===== config.mk =====
export PLATFORM = sky130hd
export DESIGN_NAME = serial_mag_comparator
export DESIGN_NICKNAME = d
export VERILOG_FILES = /design/src/rtl/serial_mag_comparator.sv
export SDC_FILE = /design/constraint.sdc
export NUM_CORES = 1
export LEC_CHECK = 0
export ABC_CLOCK_PERIOD_IN_PS = 2500
export CORE_UTILIZATION = 31
export DETAILED_ROUTE_END_ITERATION = 6
export SLEW_MARGIN = 20
export SYNTH_ARGS = -nofsm -noshare
export SYNTH_HDL_FRONTEND = slang
export SYNTH_SLANG_ARGS = --single-unit

===== constraint.sdc =====
create_clock -name clk -period 2.5 [get_ports clk]
set_clock_uncertainty 0.2 [all_clocks]
set_input_delay 0.625 -clock clk [delete_from_list [all_inputs] [get_ports clk]]
set_output_delay 0.625 -clock clk [all_outputs]
set_load 0.05 [all_outputs]

===== src/rtl/serial_mag_comparator.sv =====
// serial_mag_comparator
//   Multi-cycle unsigned magnitude comparator. Operands are latched on the
//   accepting edge and walked MSB-first, one 2-bit slice per clock. The walk
//   stops at the first unequal slice, and a single registered result is
//   reported together with a one-cycle done pulse.
// Ports
//   clk     rising-edge clock
//   rst     synchronous, active-high reset (aborts a compare in flight)
//   start   compare request, accepted only while busy == 0
//   a, b    WIDTH-bit unsigned operands, sampled on the accepting edge
//   busy    compare in progress
//   done    one-cycle pulse: result flags valid/updated
//   a_gt_b  registered result A > B
//   a_lt_b  registered result A < B
//   a_eq_b  registered result A == B (all flags low = no result yet)
module serial_mag_comparator #(
  parameter int unsigned WIDTH = 8
) (
  input  logic             clk,
  input  logic             rst,
  input  logic             start,
  input  logic [WIDTH-1:0] a,
  input  logic [WIDTH-1:0] b,
  output logic             busy,
  output logic             done,
  output logic             a_gt_b,
  output logic             a_lt_b,
  output logic             a_eq_b
);

  localparam int unsigned NSLICE = WIDTH / 2;
  localparam int unsigned IDXW   = (NSLICE > 1) ? $clog2(NSLICE) : 1;
  localparam logic [IDXW-1:0] IDX_LAST = IDXW'(NSLICE - 1);

  typedef enum logic {
    IDLE = 1'b0,
    RUN  = 1'b1
  } state_t;

  state_t            state;
  logic [WIDTH-1:0]  a_reg;
  logic [WIDTH-1:0]  b_reg;
  logic [IDXW-1:0]   idx;

  logic [1:0]        a_sl;
  logic [1:0]        b_sl;
  logic              sl_gt;
  logic              sl_lt;

  // 2-bit comparator stage: returns {gt, lt}; both low means equal.
  function automatic logic [1:0] cmp2(input logic [1:0] x, input logic [1:0] y);
    logic gt;
    logic lt;
    gt = (x[1] & ~y[1]) | ((x[1] ~^ y[1]) & x[0] & ~y[0]);
    lt = (~x[1] & y[1]) | ((x[1] ~^ y[1]) & ~x[0] & y[0]);
    return {gt, lt};
  endfunction

  // Select the slice under inspection from the registered operands.
  always_comb begin
    a_sl = 2'b00;
    b_sl = 2'b00;
    for (int s = 0; s < int'(NSLICE); s++) begin
      if (idx == IDXW'(s)) begin
        a_sl = a_reg[2*s +: 2];
        b_sl = b_reg[2*s +: 2];
      end
    end
  end

  assign {sl_gt, sl_lt} = cmp2(a_sl, b_sl);

  // Control FSM with registered outputs; flags change only on a completing edge.
  always_ff @(posedge clk) begin
    if (rst) begin
      state  <= IDLE;
      busy   <= 1'b0;
      done   <= 1'b0;
      a_gt_b <= 1'b0;
      a_lt_b <= 1'b0;
      a_eq_b <= 1'b0;
      a_reg  <= '0;
      b_reg  <= '0;
      idx    <= '0;
    end else begin
      done <= 1'b0;
      case (state)
        IDLE: begin
          if (start) begin
            a_reg <= a;
            b_reg <= b;
            idx   <= IDX_LAST;
            busy  <= 1'b1;
            state <= RUN;
          end
        end
        RUN: begin
          if (sl_gt || sl_lt) begin
            a_gt_b <= sl_gt;
            a_lt_b <= sl_lt;
            a_eq_b <= 1'b0;
            done   <= 1'b1;
            busy   <= 1'b0;
            state  <= IDLE;
          end else if (idx == '0) begin
            a_gt_b <= 1'b0;
            a_lt_b <= 1'b0;
            a_eq_b <= 1'b1;
            done   <= 1'b1;
            busy   <= 1'b0;
            state  <= IDLE;
          end else begin
            idx <= idx - 1'b1;
          end
        end
        default: begin
          busy  <= 1'b0;
          state <= IDLE;
        end
      endcase
    end
  end

endmodule


---- Word level (Yosys, flattened, before mapping) ----
Cells that the tools add are included.
storage, ports and cells
  register bits ........................... 24
  bits of input ports ..................... 19
  logic and storage cells ................. 65
operators by class
  add/subtract/negate cells ............... 1
  equal/unequal tests ..................... 7
  muxes and demuxes ....................... 26
  bitwise logic cells ..................... 14
  reductions and logical operators ........ 8
operators with widths
  operator             count
  $mux 2               11
  $mux 1               12
  $and 1x1->1          6
  $ne 2x2->1 const B   3
  $reduce_and 2->1     3
  $not 1->1            5
  $eq 2x2->1 const B   2
  $pmux 1 s2           2
  $pmux 2 s2           1
  $ne 3x1->1 const B   1
  $reduce_and 3->1     1
  $eq 2x1->1 const B   1
  $logic_not 2->1      1
  $or 1x1->1           2
  $reduce_bool 2->1    1
  $reduce_or 2->1      1
  $sub 2x1->2 const B  1
  $logic_or 1x1->1     1
  $xnor 1x1->1         1

---- Depth between registers and ports, before layout ----
Gate-level depths: netlist (run 1).
  depth in word-level cells ............... 12
  mapped depth ............................ 12

---- Worst setup path before layout (run 1) ----
OpenSTA, ideal clock, no wires.
  kind .................................... register to register
  start ................................... reg idx[1]
  end ..................................... reg a_lt_b
  setup time .............................. 132 ps
  arrival time ............................ 2029 ps
  data required time ...................... 2168 ps
  slack ................................... 139 ps
  stages on the path, launching flop included .. 13
  clock period less this slack ............ 2361 ps
  cell sequence ........................... dfxtp_1 > inv_1 > ha_1 > nand3b_1 > a21oi_1 > a21oi_1 > nor2_1 > a21oi_1 > ha_1 > inv_1 > o311a_1 > o21ai_1 > a21oi_1
between the ends
  cells in the longest elaborated chain, start to end .. 12
RTL lines
  item                                                 line     RTL
  start, declared                                      43       logic [IDXW-1:0] idx;
  start signal, assigned                               113      idx <= idx - 1'b1;
  $logic_not 2->1                                      64, 105
  $mux 2 (4 in series)                                 64       if (idx == IDXW'(s)) begin
  $xnor 1x1->1 or $not 1->1 (tied branches)            54, 55
  $and 1x1->1, on equally long branches (2 in series)  54, 55
  $or 1x1->1, on equally long branches                 54, 55
  $logic_or 1x1->1                                     98       if (sl_gt || sl_lt) begin
  $reduce_bool 2->1 (no source line)                   -
  $reduce_and 2->1 (no source line)                    -
  end signal, assigned                                 100      a_lt_b <= sl_lt;
  end, declared                                        27       output logic a_lt_b,
Several ways; a longest one is shown, not always the timed one.
A chain may end at the register's enable or synchronous reset.

---- Final worst setup path (run 1) ----
  start ................................... reg idx[0]
  end ..................................... reg a_lt_b
The elaborated chain is that of the path after synthesis.

==> impl_metrics.json, run 1 <==
{
  "cp.arrival_ns": 2.38,
  "area_growth_pct": 34.0,
  "clockRootBuffer": "clkbuf_8",
  "cellPowerDensity_nw_per_um2": 959,
  "cts_tree": "yes",
  "dr.pass1.iters": 3,
  "vias_per_cell": 4.83,
  "placed_cells": 217,
  "clkPwrFrac_pct": 15.5,
  "synth_seq_cells": 24,
  "p_leak_uw": 0.000607,
  "initial_core_util_pct": 32.3,
  "route.detailed.drc": 0,
  "drv_slew": 0,
  "max_freq_mhz": 415,
  "cp-end-kind": "flip-flop",
  "clock_path_buffers": 2,
  "drtAntennaViolNets": 0,
  "grt_pass1_vias": 1022,
  "finalSetupViolations": 0,
  "dieWidth_um": 63.7,
  "grt_max_degree": 17,
  "fp-row-count": 22,
  "die_h_um": 63.7,
  "max_cap_viol_count": 0,
  "fin_crit_ns": 2.41,
  "mostFrequentLayoutCell": "nand2_1",
  "clk_pin_slew_ns": 0.09,
  "fin_nets": 201,
  "power_uw": 1520,
  "yosysSeqAreaShare_pct": 40.7,
  "switching_share_pct": 41.3,
  "p_int_uw": 891,
  "critical_path_class": "flip-flop to flip-flop",
  "syn_area_um2": 1180,
  "required_ns": 2.47,
  "async_reset_ff_share_pct": 0,
  "portBuffers": 23,
  "max-vdd-ir-drop_uv": 366,
  "totalWireLength_um": 2660,
  "first_iter_violations": 26,
  "hold_path.class": "flip-flop to flip-flop",
  "fillers": 371,
  "synthesis.nets": 171,
  "hold_buffers": 0,
  "vias": 1072,
  "postSynthAreaPerCell_um2": 8.09,
  "overflow": 0,
  "dp_hpwl_um": 2010,
  "synth_ff_type": "dfxtp_1",
  "ioPinCount": 24,
  "grt_pass1_wl_um": 4440,
  "cts_sinks": 24,
  "gp_congestion": 0.794,
  "slew_headroom_pct": 65.4,
  "power_frac_comb_pct": 50.3,
  "insertion_delay_ns": 0.27,
  "critPathMaxFanout": 6,
  "antenna_found_initial": 0,
  "outcome": "finished, final reports clean",
  "layout_common_cells": "nand2_1, clkdlybuf4s50_1, a21oi_1, dfxtp_1, buf_4",
  "hold_viol": 0,
  "drive_gt1_share_pct": 16.7,
  "coreArea_um2": 3660,
  "fin_crit_sh_pct": 96.3,
  "cts_made_buffers": 3,
  "power_switching_uw": 627,
  "grt_use_total_pct": 14.2,
  "tightest_slew_ns": 0.517,
  "cts_max_level": 1,
  "synthCells": 146,
  "final_cell_count_no_fill": 222,
  "n_antenna_cell": 0,
  "yosys_warnings": 0,
  "wl_per_cell_um": 12.0,
  "synth_edf_count": 0,
  "pwr-share-seq_pct": 34.2,
  "startpoint_type": "flip-flop",
  "dieArea_um2": 4060,
  "synth_cell_types": 34
}
-- critical path: stages (launching register included) --
cell	delay (ns)
dfxtp_4	0.37
inv_2	0.08
ha_2	0.22
nand3b_1	0.08
a21oi_1	0.15
a21oi_1	0.05
nor2_1	0.14
a21oi_1	0.07
ha_2	0.34
inv_2	0.06
o311a_1	0.35
o21ai_1	0.12
a21oi_1	0.07
-- final cells by class --
type,count,area [um2],area share (%)
clock buffers,3,41.3,2.61
inverters,9,33.8,2.13
multi-input cells,106,664,42.0
flip-flops and latches,24,485,30.7
well taps,48,60.1,3.79
repair buffers,32,298,18.8
-- final timing paths --
path / start / end / slack (ns) / depth (start not counted)
hold / removal: b_reg[6] / b_reg[6] / 0.26 / 2
setup reg to reg: idx[0] / a_lt_b / 0.09 / 12
hold reg to reg: b_reg[6] / b_reg[6] / 0.26 / 2
setup / recovery: idx[0] / a_lt_b / 0.09 / 12
-- cells by family (layout without fill, tap and decap cells) --
logic type | after synthesis | after routing | synth area share (%)
AOI/OAI and AO/OA | 44 | 44 | 25.0
buffers and inverters | 16 | 44 | 5.40
adders and majority gates | 6 | 6 | 6.36
DFF | 24 | 24 | 40.7
and+or+nand+nor | 55 | 55 | 21.2
xor gates and xnor gates | 1 | 1 | 1.38
-- stage by stage --
stage          setup slack [ns]  TNS (ns)  util [%]  cell area [um2]  hold WS [ns]
2_1_floorplan             0.139         0         -             1180         0.236
3_3_place_gp           -0.00341  -0.00341      40.8             1490         0.248
3_5_place_dp            -0.0226   -0.0353      40.8             1490         0.254
4_1_cts                 0.00289         0      42.0             1540         0.266
5_1_grt                 -0.0146   -0.0180      43.2             1580         0.287
6_report                 0.0920         0      43.2             1580         0.260
-- synthesized netlist by cell type, types with 2 or more instances --
master / number / share of area (%)
a211oi_1: 2 / 1.3
a21o_1: 2 / 1.3
a21oi_1: 24 / 10
a31oi_1: 2 / 1.1
clkbuf_1: 6 / 1.9
dfxtp_1: 24 / 41
ha_1: 6 / 6.4
inv_1: 8 / 2.5
nand2_1: 36 / 11
nand3b_1: 4 / 2.5
nor2_1: 5 / 1.6
nor3_1: 2 / 0.85
o21ai_1: 3 / 1.3
o311a_1: 2 / 1.7
-- what timing repair did --
item	in CTS	in global routing
buffers inserted	0	2
pin swaps	1	3
gates resized for setup	2	11
setup endpoints to repair	3	7
-- power by group through the flow --
| stage | registers [uW] | logic (uW) | clock network [uW] |
|---|---|---|---|
| 2_1_floorplan | 584 | 445 | 0 |
| 3_3_place_gp | 514 | 705 | 0 |
| 3_5_place_dp | 517 | 714 | 0 |
| 4_1_cts | 510 | 724 | 239 |
| 5_1_grt | 529 | 833 | 250 |
| 6_report | 519 | 764 | 235 |
-- routing by layer --
layer / GRT usage [%] / vias up / share of wire, %
met5: 0 / - / 0
met4: 8.24 / 0 / 2.1
met3: 3.80 / 6 / 3.3
met2: 24.6 / 18 / 50
met1: 15.5 / 490 / 45
li1: - / 558 / -
(Power assumes the default switching activity.)
==> run 2: changes to the inputs <==
- CTS_BUF_LIST: not set -> sky130_fd_sc_hd__clkbuf_2
- CTS_CLUSTER_SIZE: not set -> 30
==> impl_metrics.json, run 2 (synthesis results as in run 1) <==
{
  "outcome": "complete, but fails checks",
  "violations": "setup timing",
  "dieWidth_um": 63.7,
  "hold_ws_ns": 0.275,
  "fp-row-count": 22,
  "mostFrequentLayoutCell": "nand2_1",
  "max-vdd-ir-drop_uv": 333,
  "initial_core_util_pct": 32.3,
  "critical_path_class": "flip-flop to flip-flop",
  "placed_cells": 217,
  "cts_made_buffers": 3,
  "grt_max_degree": 17,
  "grt_use_total_pct": 14.4,
  "fin_crit_sh_pct": 101,
  "layout_common_cells": "nand2_1, clkdlybuf4s50_1, dfxtp_1, a21oi_1, buf_4",
  "cp-end-kind": "flip-flop",
  "startpoint_type": "flip-flop",
  "n_antenna_cell": 0,
  "required_ns": 2.56,
  "r2r-start": "idx[0]",
  "cts_sinks": 24,
  "vias": 1111,
  "drtAntennaViolNets": 0,
  "final_cell_count_no_fill": 225,
  "clockRootBuffer": "clkbuf_2",
  "fin_crit_ns": 2.53,
  "place_ws_ns": -0.0226,
  "fin_nets": 204,
  "first_iter_violations": 39,
  "final_util_pct": 44.5,
  "totalWireLength_um": 2810,
  "cts_max_level": 1,
  "fillers": 365,
  "critPathMaxFanout": 4,
  "wl_per_cell_um": 12.5,
  "area_growth_pct": 37.8,
  "gp_congestion": 0.794,
  "overflow": 0,
  "layout_setup_ws_ns": -0.0256,
  "r2r.worst_path.cells": 13,
  "slew_headroom_pct": 65.7,
  "cp-endpoint": "idx[1]",
  "finalSetupViolations": 1,
  "r2r_end": "idx[1]",
  "ioPinCount": 24,
  "drive_gt1_share_pct": 20.3,
  "portBuffers": 23,
  "clk_pin_slew_ns": 0.23,
  "dp_hpwl_um": 2010,
  "dieArea_um2": 4060,
  "grt_pass1_wl_um": 4560,
  "coreArea_um2": 3660,
  "hold_viol": 0,
  "dr.pass1.iters": 4,
  "antenna_found_initial": 0,
  "hold_path.class": "flip-flop to flip-flop",
  "cellPowerDensity_nw_per_um2": 933,
  "cp.arrival_ns": 2.59,
  "grt_pass1_vias": 1063,
  "route.detailed.drc": 0,
  "max_cap_viol_count": 0,
  "vias_per_cell": 4.94,
  "drv_slew": 0,
  "tightest_slew_ns": 0.513,
  "cts_tree": "yes",
  "clock_path_buffers": 2,
  "power_uw": 1520,
  "insertion_delay_ns": 0.34,
  "startpoint": "idx[0]",
  "p_leak_uw": 0.000617,
  "die_h_um": 63.7,
  "max_freq_mhz": 396,
  "rsz0062_at_grt": "yes",
  "rrSetupSlack_ns": -0.03
}
[run 2: changes by cell type in the layout (fill, tap and decap cells not counted)]
cell        delta
a21oi_1        -2
a21oi_2        +2
buf_4          +3
clkbuf_2       +3
clkbuf_8       -3
clkinvlp_4     +1
ha_1           -1
ha_2           -2
ha_4           +3
inv_1          +1
inv_2          -2
nor2_1         -2
nor2_2         +2
[run 2: power by group]
| group | switching [uW] | total, uW | internal [uW] |
|---|---|---|---|
| clock | 116 | 149 | 32.6 |
| combinational | 473 | 848 | 375 |
| sequential | 63.0 | 522 | 459 |
| total | 652 | 1520 | 867 |
[run 2: area by class of cell]
| cell class | instances | area (um2) | share of cell area, % |
|---|---|---|---|
| multi-input combinational | 106 | 709 | 43.6 |
| sequential | 24 | 485 | 29.8 |
| timing repair buffer | 35 | 320 | 19.7 |
| tap | 48 | 60.1 | 3.69 |
| inverter | 9 | 37.5 | 2.31 |
| clock buffer | 3 | 15.0 | 0.922 |
[run 2: worst min-delay path by stage]
stage | startpoint | end | slack, ns | cells after the start
finish | b_reg[6] | b_reg[6] | 0.27 | 2
global route | a_reg[0] | a_reg[0] | 0.30 | 2
CTS | b_reg[6] | b_reg[6] | 0.28 | 2
detailed placement | b_reg[6] | b_reg[6] | 0.25 | 2
global placement | b_reg[3] | b_reg[3] | 0.25 | 2
floorplan | a_reg[6] | a_reg[6] | 0.24 | 2
[run 2: metal layers]
metal / GRT usage [%] / part of all wire (%) / vias to the layer above
li1: - / - / 564
met3: 4.17 / 3.6 / 2
met5: 0 / 0 / -
met1: 15.8 / 43 / 523
met4: 5.68 / 0.57 / 0
met2: 25.8 / 53 / 22
[run 2: timing repair]
action,CTS,global route
setup endpoints to repair,4,7
hold buffers,0,0
gates cloned,0,0
gates resized for setup,3,17
pin swaps,1,7
buffers inserted,2,3
[run 2: critical path, stage by stage, from the launching register on]
cell and delay, ns:
dfxtp_4 0.44, clkinvlp_4 0.15, ha_4 0.21, nand3b_1 0.09, a21oi_2 0.06, a21oi_2 0.10
nor2_1 0.07, buf_4 0.15, a21oi_2 0.10, ha_2 0.22, nor2_2 0.05, and3_1 0.15
o21a_1 0.11, o311a_1 0.35
[run 2: per-stage QoR]
stage,instance area [um2],setup TNS (ns)
floorplan,1180,0
global route,1630,-0.216
CTS,1530,0
detailed placement,1490,-0.0353
global placement,1490,-0.00341
finish,1630,-0.0256
==> run 3: changes to the inputs <==
- CTS_CLUSTER_DIAMETER: not set -> 60
==> results of run 3 <==
Final layout, timing and power as in run 2 (identical DEF).
